==> config.mk <==
export PLATFORM = sky130hd
export DESIGN_NAME = cam_capture_flat
export DESIGN_NICKNAME = d
export VERILOG_FILES = /design/src/rtl/cam_capture_if.sv /design/src/rtl/cam_capture.sv /design/src/flat_wrapper.sv
export SDC_FILE = /design/constraint.sdc
export NUM_CORES = 1
export LEC_CHECK = 0
export CORE_ASPECT_RATIO = 1.1
export CORE_UTILIZATION = 52
export CTS_BUF_LIST = sky130_fd_sc_hd__clkbuf_4
export CTS_CLUSTER_SIZE = 25
export DETAILED_ROUTE_END_ITERATION = 10
export PLACE_DENSITY = 0.76
export SLEW_MARGIN = 0
export SYNTH_ARGS = -nofsm -noshare
export SYNTH_HDL_FRONTEND = slang
export SYNTH_SLANG_ARGS = --single-unit
==> constraint.sdc <==
create_clock -name CAM_PCLK -period 1.96 [get_ports CAM_PCLK]
set_input_delay 0.49 -clock CAM_PCLK [delete_from_list [all_inputs] [get_ports CAM_PCLK]]
set_output_delay 0.49 -clock CAM_PCLK [all_outputs]
set_load 0.05 [all_outputs]
==> src/rtl/cam_capture_if.sv <==
// RAM write port between the camera capture block and the frame buffer.
interface cam_capture_if #(
  parameter int AW = 15
);
  logic [AW-1:0] DP_RAM_addr_in;
  logic [11:0]   DP_RAM_data_in;
  logic          DP_RAM_regW;

  modport master (
    output DP_RAM_addr_in,
    output DP_RAM_data_in,
    output DP_RAM_regW
  );

  modport slave (
    input DP_RAM_addr_in,
    input DP_RAM_data_in,
    input DP_RAM_regW
  );
endinterface

==> src/rtl/cam_capture.sv <==
// Camera frame capture: turns the two-byte-per-pixel camera stream into
// 12-bit pixels written into a dual-port frame buffer. Supports photo
// snapshot (freeze after one frame) and continuous video.
module cam_capture #(
  parameter int AW      = 15,
  parameter int H_PIX   = 160,
  parameter int V_LINES = 120
) (
  input  logic          CAM_PCLK,
  input  logic          rst,
  input  logic          CAM_VSYNC,
  input  logic          CAM_HREF,
  input  logic [7:0]    CAM_px_data,
  input  logic [1:0]    fmt_sel,
  input  logic          Photo_button,
  input  logic          Video_button,
  cam_capture_if.master ram,
  output logic          frame_done,
  output logic [7:0]    frame_cnt,
  output logic          line_err,
  output logic          frozen
);

  localparam int PW = $clog2(H_PIX + 1);
  localparam int LW = $clog2(V_LINES + 1);
  localparam logic [PW-1:0] H_MAX  = PW'(H_PIX);
  localparam logic [LW-1:0] V_MAX  = LW'(V_LINES);
  localparam logic [AW-1:0] H_STEP = AW'(H_PIX);

  if (longint'(H_PIX) * longint'(V_LINES) > (longint'(1) << AW)) begin : g_size_check
    $error("cam_capture: H_PIX*V_LINES does not fit in the RAM address space");
  end

  typedef enum logic [1:0] {IDLE, WAIT_LINE, LINE, FROZEN} state_e;

  state_e        state_q, state_d;
  logic          vsync_prev_q, vsync_prev_d;
  logic          href_prev_q, href_prev_d;
  logic [1:0]    fmt_q, fmt_d;
  logic          phase_q, phase_d;
  // Only the first-byte bits any format uses: {b0[7:4], b0[2:0]}
  logic [6:0]    byte0_q, byte0_d;
  logic [PW-1:0] pixel_q, pixel_d;
  logic [LW-1:0] line_q, line_d;
  logic [AW-1:0] wr_ptr_q, wr_ptr_d;
  logic [AW-1:0] line_base_q, line_base_d;
  logic          wrote_any_q, wrote_any_d;
  logic          arm_q, arm_d;
  logic [AW-1:0] ram_addr_q, ram_addr_d;
  logic [11:0]   ram_data_q, ram_data_d;
  logic          ram_regw_q, ram_regw_d;
  logic          frame_done_q, frame_done_d;
  logic [7:0]    frame_cnt_q, frame_cnt_d;
  logic          line_err_q, line_err_d;
  logic          frozen_q, frozen_d;
  logic [11:0]   pix_word;

  // Pack the held first byte and the current second byte into 12 bits
  always_comb begin
    pix_word = '0;
    case (fmt_q)
      2'b01:   pix_word = {4'b0000, byte0_q[6:4], byte0_q[2:0], CAM_px_data[4:3]};
      2'b10:   pix_word = {3{byte0_q[6:3]}};
      default: pix_word = {byte0_q, CAM_px_data[7], CAM_px_data[4:1]};
    endcase
  end

  // Next-state and next-output computation for the capture FSM
  always_comb begin
    state_d      = state_q;
    vsync_prev_d = CAM_VSYNC;
    href_prev_d  = CAM_HREF;
    fmt_d        = fmt_q;
    phase_d      = phase_q;
    byte0_d      = byte0_q;
    pixel_d      = pixel_q;
    line_d       = line_q;
    wr_ptr_d     = wr_ptr_q;
    line_base_d  = line_base_q;
    wrote_any_d  = wrote_any_q;
    arm_d        = arm_q;
    ram_addr_d   = ram_addr_q;
    ram_data_d   = ram_data_q;
    ram_regw_d   = 1'b0;
    frame_done_d = 1'b0;
    frame_cnt_d  = frame_cnt_q;
    line_err_d   = line_err_q;

    if (state_q != FROZEN) begin
      if (Video_button) begin
        arm_d = 1'b0;
      end else if (Photo_button) begin
        arm_d = 1'b1;
      end
    end

    case (state_q)
      IDLE: begin
        if (vsync_prev_q && !CAM_VSYNC) begin
          state_d     = WAIT_LINE;
          fmt_d       = (fmt_sel == 2'b11) ? 2'b00 : fmt_sel;
          wr_ptr_d    = '0;
          line_base_d = '0;
          ram_addr_d  = '0;
          line_d      = '0;
          pixel_d     = '0;
          phase_d     = 1'b0;
          line_err_d  = 1'b0;
          wrote_any_d = 1'b0;
        end
      end
      WAIT_LINE, LINE: begin
        if (CAM_VSYNC) begin
          if (wrote_any_q) begin
            frame_done_d = 1'b1;
            frame_cnt_d  = frame_cnt_q + 8'd1;
          end
          state_d = (wrote_any_q && arm_d) ? FROZEN : IDLE;
        end else if (state_q == WAIT_LINE) begin
          if (CAM_HREF && !href_prev_q) begin
            state_d = LINE;
            byte0_d = {CAM_px_data[7:4], CAM_px_data[2:0]};
            phase_d = 1'b1;
            pixel_d = '0;
          end
        end else if (!CAM_HREF) begin
          state_d = WAIT_LINE;
          phase_d = 1'b0;
          pixel_d = '0;
          if (line_q < V_MAX) begin
            if (pixel_q < H_MAX) begin
              line_err_d = 1'b1;
            end
            wr_ptr_d    = line_base_q + H_STEP;
            line_base_d = line_base_q + H_STEP;
            line_d      = line_q + 1'b1;
          end
        end else if (!phase_q) begin
          byte0_d = {CAM_px_data[7:4], CAM_px_data[2:0]};
          phase_d = 1'b1;
        end else begin
          phase_d = 1'b0;
          if ((pixel_q < H_MAX) && (line_q < V_MAX)) begin
            ram_regw_d  = 1'b1;
            ram_addr_d  = wr_ptr_q;
            ram_data_d  = pix_word;
            wr_ptr_d    = wr_ptr_q + 1'b1;
            pixel_d     = pixel_q + 1'b1;
            wrote_any_d = 1'b1;
          end
        end
      end
      FROZEN: begin
        if (Video_button) begin
          state_d = IDLE;
          arm_d   = 1'b0;
        end
      end
      default: state_d = IDLE;
    endcase

    frozen_d = (state_d == FROZEN);
  end

  // State and registered outputs, synchronous reset
  always_ff @(posedge CAM_PCLK) begin
    if (rst) begin
      state_q      <= IDLE;
      vsync_prev_q <= 1'b0;
      href_prev_q  <= 1'b0;
      fmt_q        <= 2'b00;
      phase_q      <= 1'b0;
      byte0_q      <= '0;
      pixel_q      <= '0;
      line_q       <= '0;
      wr_ptr_q     <= '0;
      line_base_q  <= '0;
      wrote_any_q  <= 1'b0;
      arm_q        <= 1'b0;
      ram_addr_q   <= '0;
      ram_data_q   <= '0;
      ram_regw_q   <= 1'b0;
      frame_done_q <= 1'b0;
      frame_cnt_q  <= '0;
      line_err_q   <= 1'b0;
      frozen_q     <= 1'b0;
    end else begin
      state_q      <= state_d;
      vsync_prev_q <= vsync_prev_d;
      href_prev_q  <= href_prev_d;
      fmt_q        <= fmt_d;
      phase_q      <= phase_d;
      byte0_q      <= byte0_d;
      pixel_q      <= pixel_d;
      line_q       <= line_d;
      wr_ptr_q     <= wr_ptr_d;
      line_base_q  <= line_base_d;
      wrote_any_q  <= wrote_any_d;
      arm_q        <= arm_d;
      ram_addr_q   <= ram_addr_d;
      ram_data_q   <= ram_data_d;
      ram_regw_q   <= ram_regw_d;
      frame_done_q <= frame_done_d;
      frame_cnt_q  <= frame_cnt_d;
      line_err_q   <= line_err_d;
      frozen_q     <= frozen_d;
    end
  end

  assign ram.DP_RAM_addr_in = ram_addr_q;
  assign ram.DP_RAM_data_in = ram_data_q;
  assign ram.DP_RAM_regW    = ram_regw_q;
  assign frame_done         = frame_done_q;
  assign frame_cnt          = frame_cnt_q;
  assign line_err           = line_err_q;
  assign frozen             = frozen_q;

endmodule

==> src/flat_wrapper.sv <==
// flat-port wrapper written by rule: the top's interface ports become plain ports
module cam_capture_flat 
#(
  parameter int AW      = 15,
  parameter int H_PIX   = 160,
  parameter int V_LINES = 120
)
  (CAM_PCLK, rst, CAM_VSYNC, CAM_HREF, CAM_px_data, fmt_sel, Photo_button, Video_button, frame_done, frame_cnt, line_err, frozen, ram_DP_RAM_addr_in, ram_DP_RAM_data_in, ram_DP_RAM_regW);
  cam_capture_if #(.AW(AW)) ram_i ();
  input  logic CAM_PCLK;
  input  logic rst;
  input  logic CAM_VSYNC;
  input  logic CAM_HREF;
  input  logic [7:0] CAM_px_data;
  input  logic [1:0] fmt_sel;
  input  logic Photo_button;
  input  logic Video_button;
  output logic frame_done;
  output logic [7:0] frame_cnt;
  output logic line_err;
  output logic frozen;
  output wire logic [$bits(ram_i.DP_RAM_addr_in)-1:0] ram_DP_RAM_addr_in;
  output wire logic [$bits(ram_i.DP_RAM_data_in)-1:0] ram_DP_RAM_data_in;
  output wire logic [$bits(ram_i.DP_RAM_regW)-1:0] ram_DP_RAM_regW;
  assign ram_DP_RAM_addr_in = ram_i.DP_RAM_addr_in;
  assign ram_DP_RAM_data_in = ram_i.DP_RAM_data_in;
  assign ram_DP_RAM_regW = ram_i.DP_RAM_regW;
  cam_capture #(.AW(AW), .H_PIX(H_PIX), .V_LINES(V_LINES)) u_core (.CAM_PCLK(CAM_PCLK), .rst(rst), .CAM_VSYNC(CAM_VSYNC), .CAM_HREF(CAM_HREF), .CAM_px_data(CAM_px_data), .fmt_sel(fmt_sel), .Photo_button(Photo_button), .Video_button(Video_button), .ram(ram_i), .frame_done(frame_done), .frame_cnt(frame_cnt), .line_err(line_err), .frozen(frozen));
endmodule
==> impl_metrics.py <==
metrics = {
    "timing": {
        "finalCritPeriodShare_pct": 99.7,
        "maxSlewHeadroom_pct": 56.0,
        "worst_pin_slew_ns": 0.660,
        "rsz0062_at_grt": "true",
        "finalSetupViolCount": 0,
        "finalHoldViolCount": 0,
        "setup_tns_ns": 0,
        "fin_crit_ns": 1.95,
        "fmax_mhz": 512,
        "clock_skew_ns": 0.0299,
        "finalMaxSlewViolations": 0,
    },
    "route": {
        "wire_per_inst_um": 15.1,
        "avgViaCountPerCell": 5.70,
        "first_pass_iters": 5,
        "drc": 0,
        "dr_total_vias": 4510,
        "routed_wl_um": 11900,
        "drtIter0Drc": 353,
        "detail-route-antenna-nets": 0,
    },
    "logic_synthesis": {
        "synthTopCellsByArea": "dfxtp_1 41%, a21oi_1 5.9%, nor2_1 5.7%",
        "ys_warn_count": 0,
        "synth_top_area_share_pct": 40.5,
        "yosys_register_bits": 95,
        "synthFlopType": "dfxtp_1",
        "yosysSeqAreaShare_pct": 40.5,
        "syn_area_per_cell_um2": 8.32,
        "synth-edff-count": 0,
        "postSynthCellCount": 564,
        "syn_area_mm2": 0.00469,
        "synthArstFlopShare_pct": 0,
        "synth_nets": 591,
        "yosysUniqueCellTypes": 62,
        "yosysTopAreaCell": "dfxtp_1",
    },
    "floorplanning": {
        "row_count": 36,
        "die_h_um": 102,
        "initial_core_util_pct": 53.2,
        "die_x_um": 92.6,
        "ios": 55,
        "core_mm2": 0.00883,
        "die_area_mm2": 0.00941,
    },
    "global_route": {
        "grt_pass1_wl_um": 19900,
        "grt_max_degree": 46,
        "antenna_found_initial": 0,
        "grt_usage_pct": 26.5,
        "grt_overflow": 0,
        "grt_pass1_vias": 4384,
    },
    "setup_path": {
        "cpMostUsedCell": "buf_4",
        "cp_cell_sequence": "inv_2, ha_4, mux2i_4, buf_6, nor4b_4, buf_4, buf_4, nand4_1, a21oi_2",
        "crit_path_start_kind": "flip-flop",
        "critPathSlowestCell": "dfxtp_2",
        "critical_path_class": "reg2reg",
        "cp.arrival_ns": 2.36,
        "end_kind": "flip-flop",
        "cp.buffers_inverters": 4,
        "critPathMaxFanout": 8,
        "slowest_delay_ns": 0.36,
        "crit_cells": 9,
        "r2r_cells": 9,
        "path_delay_family": "buffers and inverters",
        "critPathRequiredTime_ns": 2.37,
    },
    "finish": {
        "layout-drive-gt1-share_pct": 26.6,
        "fin_area_mm2": 0.00610,
        "layout_commonest_cell": "buf_4",
        "mostFrequentLayoutCells": "100 x buf_4, 93 x dfxtp_1, 70 x nor2_1, 67 x nand2_1, 44 x a21oi_1",
        "final_util_pct": 69.0,
        "nets": 699,
        "n_antenna_cell": 0,
        "syn_to_final_growth_pct": 29.9,
    },
    "power": {
        "share_comb_of_total_power_pct": 48.7,
        "pwr-share-seq_pct": 34.0,
        "leakage_nw": 2.35,
        "p_clk_share_pct": 17.2,
        "peakVddDrop_mv": 0.565,
        "p_int_w": 0.00374,
        "power_w": 0.00623,
        "powerDensity_mw_per_mm2": 1020,
        "power.share.switching_pct": 40.0,
        "p_sw_w": 0.00249,
    },
    "run_status": {
        "status": "complete, no violations",
    },
    "clocking": {
        "cts-root-buf": "clkbuf_4",
        "path_clk_slew_ns": 0.16,
        "htree_num_levels": 3,
        "cts_buffers": 9,
        "cts_sinks": 95,
        "cts_tree": "built",
        "clk_latency_ns": 0.48,
        "cts_hold_buf": 0,
        "clk_path_buf_depth": 2,
    },
    "placement": {
        "placement.cell_area_mm2": 0.00563,
        "dp_hpwl_um": 8290,
        "port_buffers": 54,
        "gp_congestion": 0.892,
    },
    "min_path": {
        "hold_class": "in2reg",
        "hold_path_depth": 2,
    },
    "run": {
        "max-cap-violations": 0,
    },
}
## kinds of logic after synthesis
kind of cell / synth area share [%]
simple gates: 25.3
xor+xnor: 5.04
buf+inv: 4.64
mux: 3.89
compound gates: 17.7
fa+ha+maj: 2.93
flops: 40.5
## registers in the layout, indices dropped and copies added (netlist names), 2 cells and up
signal and count:
u_core.byte0_q 7, u_core.fmt_q 2, u_core.frame_cnt 8, u_core.line_base_q 10, u_core.line_q 7, u_core.pixel_q 8
u_core.ram.DP_RAM_addr_in 15, u_core.ram.DP_RAM_data_in 12, u_core.state_q 2, u_core.wr_ptr_q 15
## final timing paths
kind / start / endpoint / slack [ns]
setup / recovery: u_core.state_q[0] / u_core.ram.DP_RAM_addr_in[3] / 0.006
setup reg to reg: u_core.state_q[0] / u_core.ram.DP_RAM_addr_in[3] / 0.006
hold / removal: rst / u_core.frame_cnt[3] / 0.36
hold reg to reg: u_core.ram.DP_RAM_addr_in[12] / u_core.ram.DP_RAM_addr_in[12] / 0.47
## Yosys cell counts (2+ instances only)
master / count
or3_1: 4
nor4_1: 2
buf_2: 6
nand3_1: 20
o31ai_1: 3
a21oi_1: 55
ha_1: 11
nand2_1: 67
xnor2_1: 12
buf_6: 3
xor2_1: 15
o21ai_1: 3
inv_1: 10
o21ai_0: 32
nor3_1: 12
or2_2: 2
mux2i_1: 16
nand4_1: 24
nor3b_1: 3
o32ai_1: 2
nand3b_1: 4
a41oi_1: 2
and4_1: 5
clkbuf_1: 15
a22oi_1: 10
buf_1: 3
o211ai_1: 2
and2_1: 2
o2111ai_1: 2
buf_4: 6
nor2_1: 71
nor2b_1: 5
nand2b_1: 4
dfxtp_1: 95
a31oi_1: 2
a221oi_1: 2
and3_1: 7
## repair_timing
action | 4_1_cts | 5_1_grt
buffers inserted | 3 | 10
pin swaps | 6 | 18
gates cloned | 1 | 2
gates resized for setup | 12 | 47
endpoints found under the setup margin | 51 | 62
## stage by stage
step | setup slack [ns] | instances | hold slack [ns]
3_3_place_gp | -0.396 | 760 | 0.440
3_5_place_dp | -0.453 | 760 | 0.446
4_1_cts | -0.0153 | 780 | 0.341
2_1_floorplan | 0.0416 | 564 | 0.433
6_report | 0.00625 | 791 | 0.365
5_1_grt | -0.0728 | 791 | 0.361
## power groups by stage
stage,sequential [W],combinational (W),clock [W]
5_1_grt,0.00213,0.00326,0.00118
2_1_floorplan,0.00219,0.00149,0
3_3_place_gp,0.00215,0.00240,0
4_1_cts,0.00212,0.00265,0.00109
6_report,0.00212,0.00304,0.00107
3_5_place_dp,0.00215,0.00247,0
## cell type report
class                   count  area [um^2]
multi-input cells         425         2760
fillers                   710         2730
flip-flops and latches     95         1900
repair buffers            130         1110
well taps                 114          143
clock inverters             7         73.8
clock buffers               9         67.6
inverters                  11         45.0
## layer usage
layer / wire length (um) / share of wire, % / vias to the layer above / global-route usage, %
li1: - / - / 2224 / -
met5: 0 / 0 / - / 0
met2: 6110 / 51 / 140 / 48.5
met3: 485 / 4.1 / 31 / 3.68
met4: 392 / 3.3 / 0 / 13.7
met1: 4960 / 42 / 2115 / 29.9
Note: power is estimated with default switching activity, not from simulation.
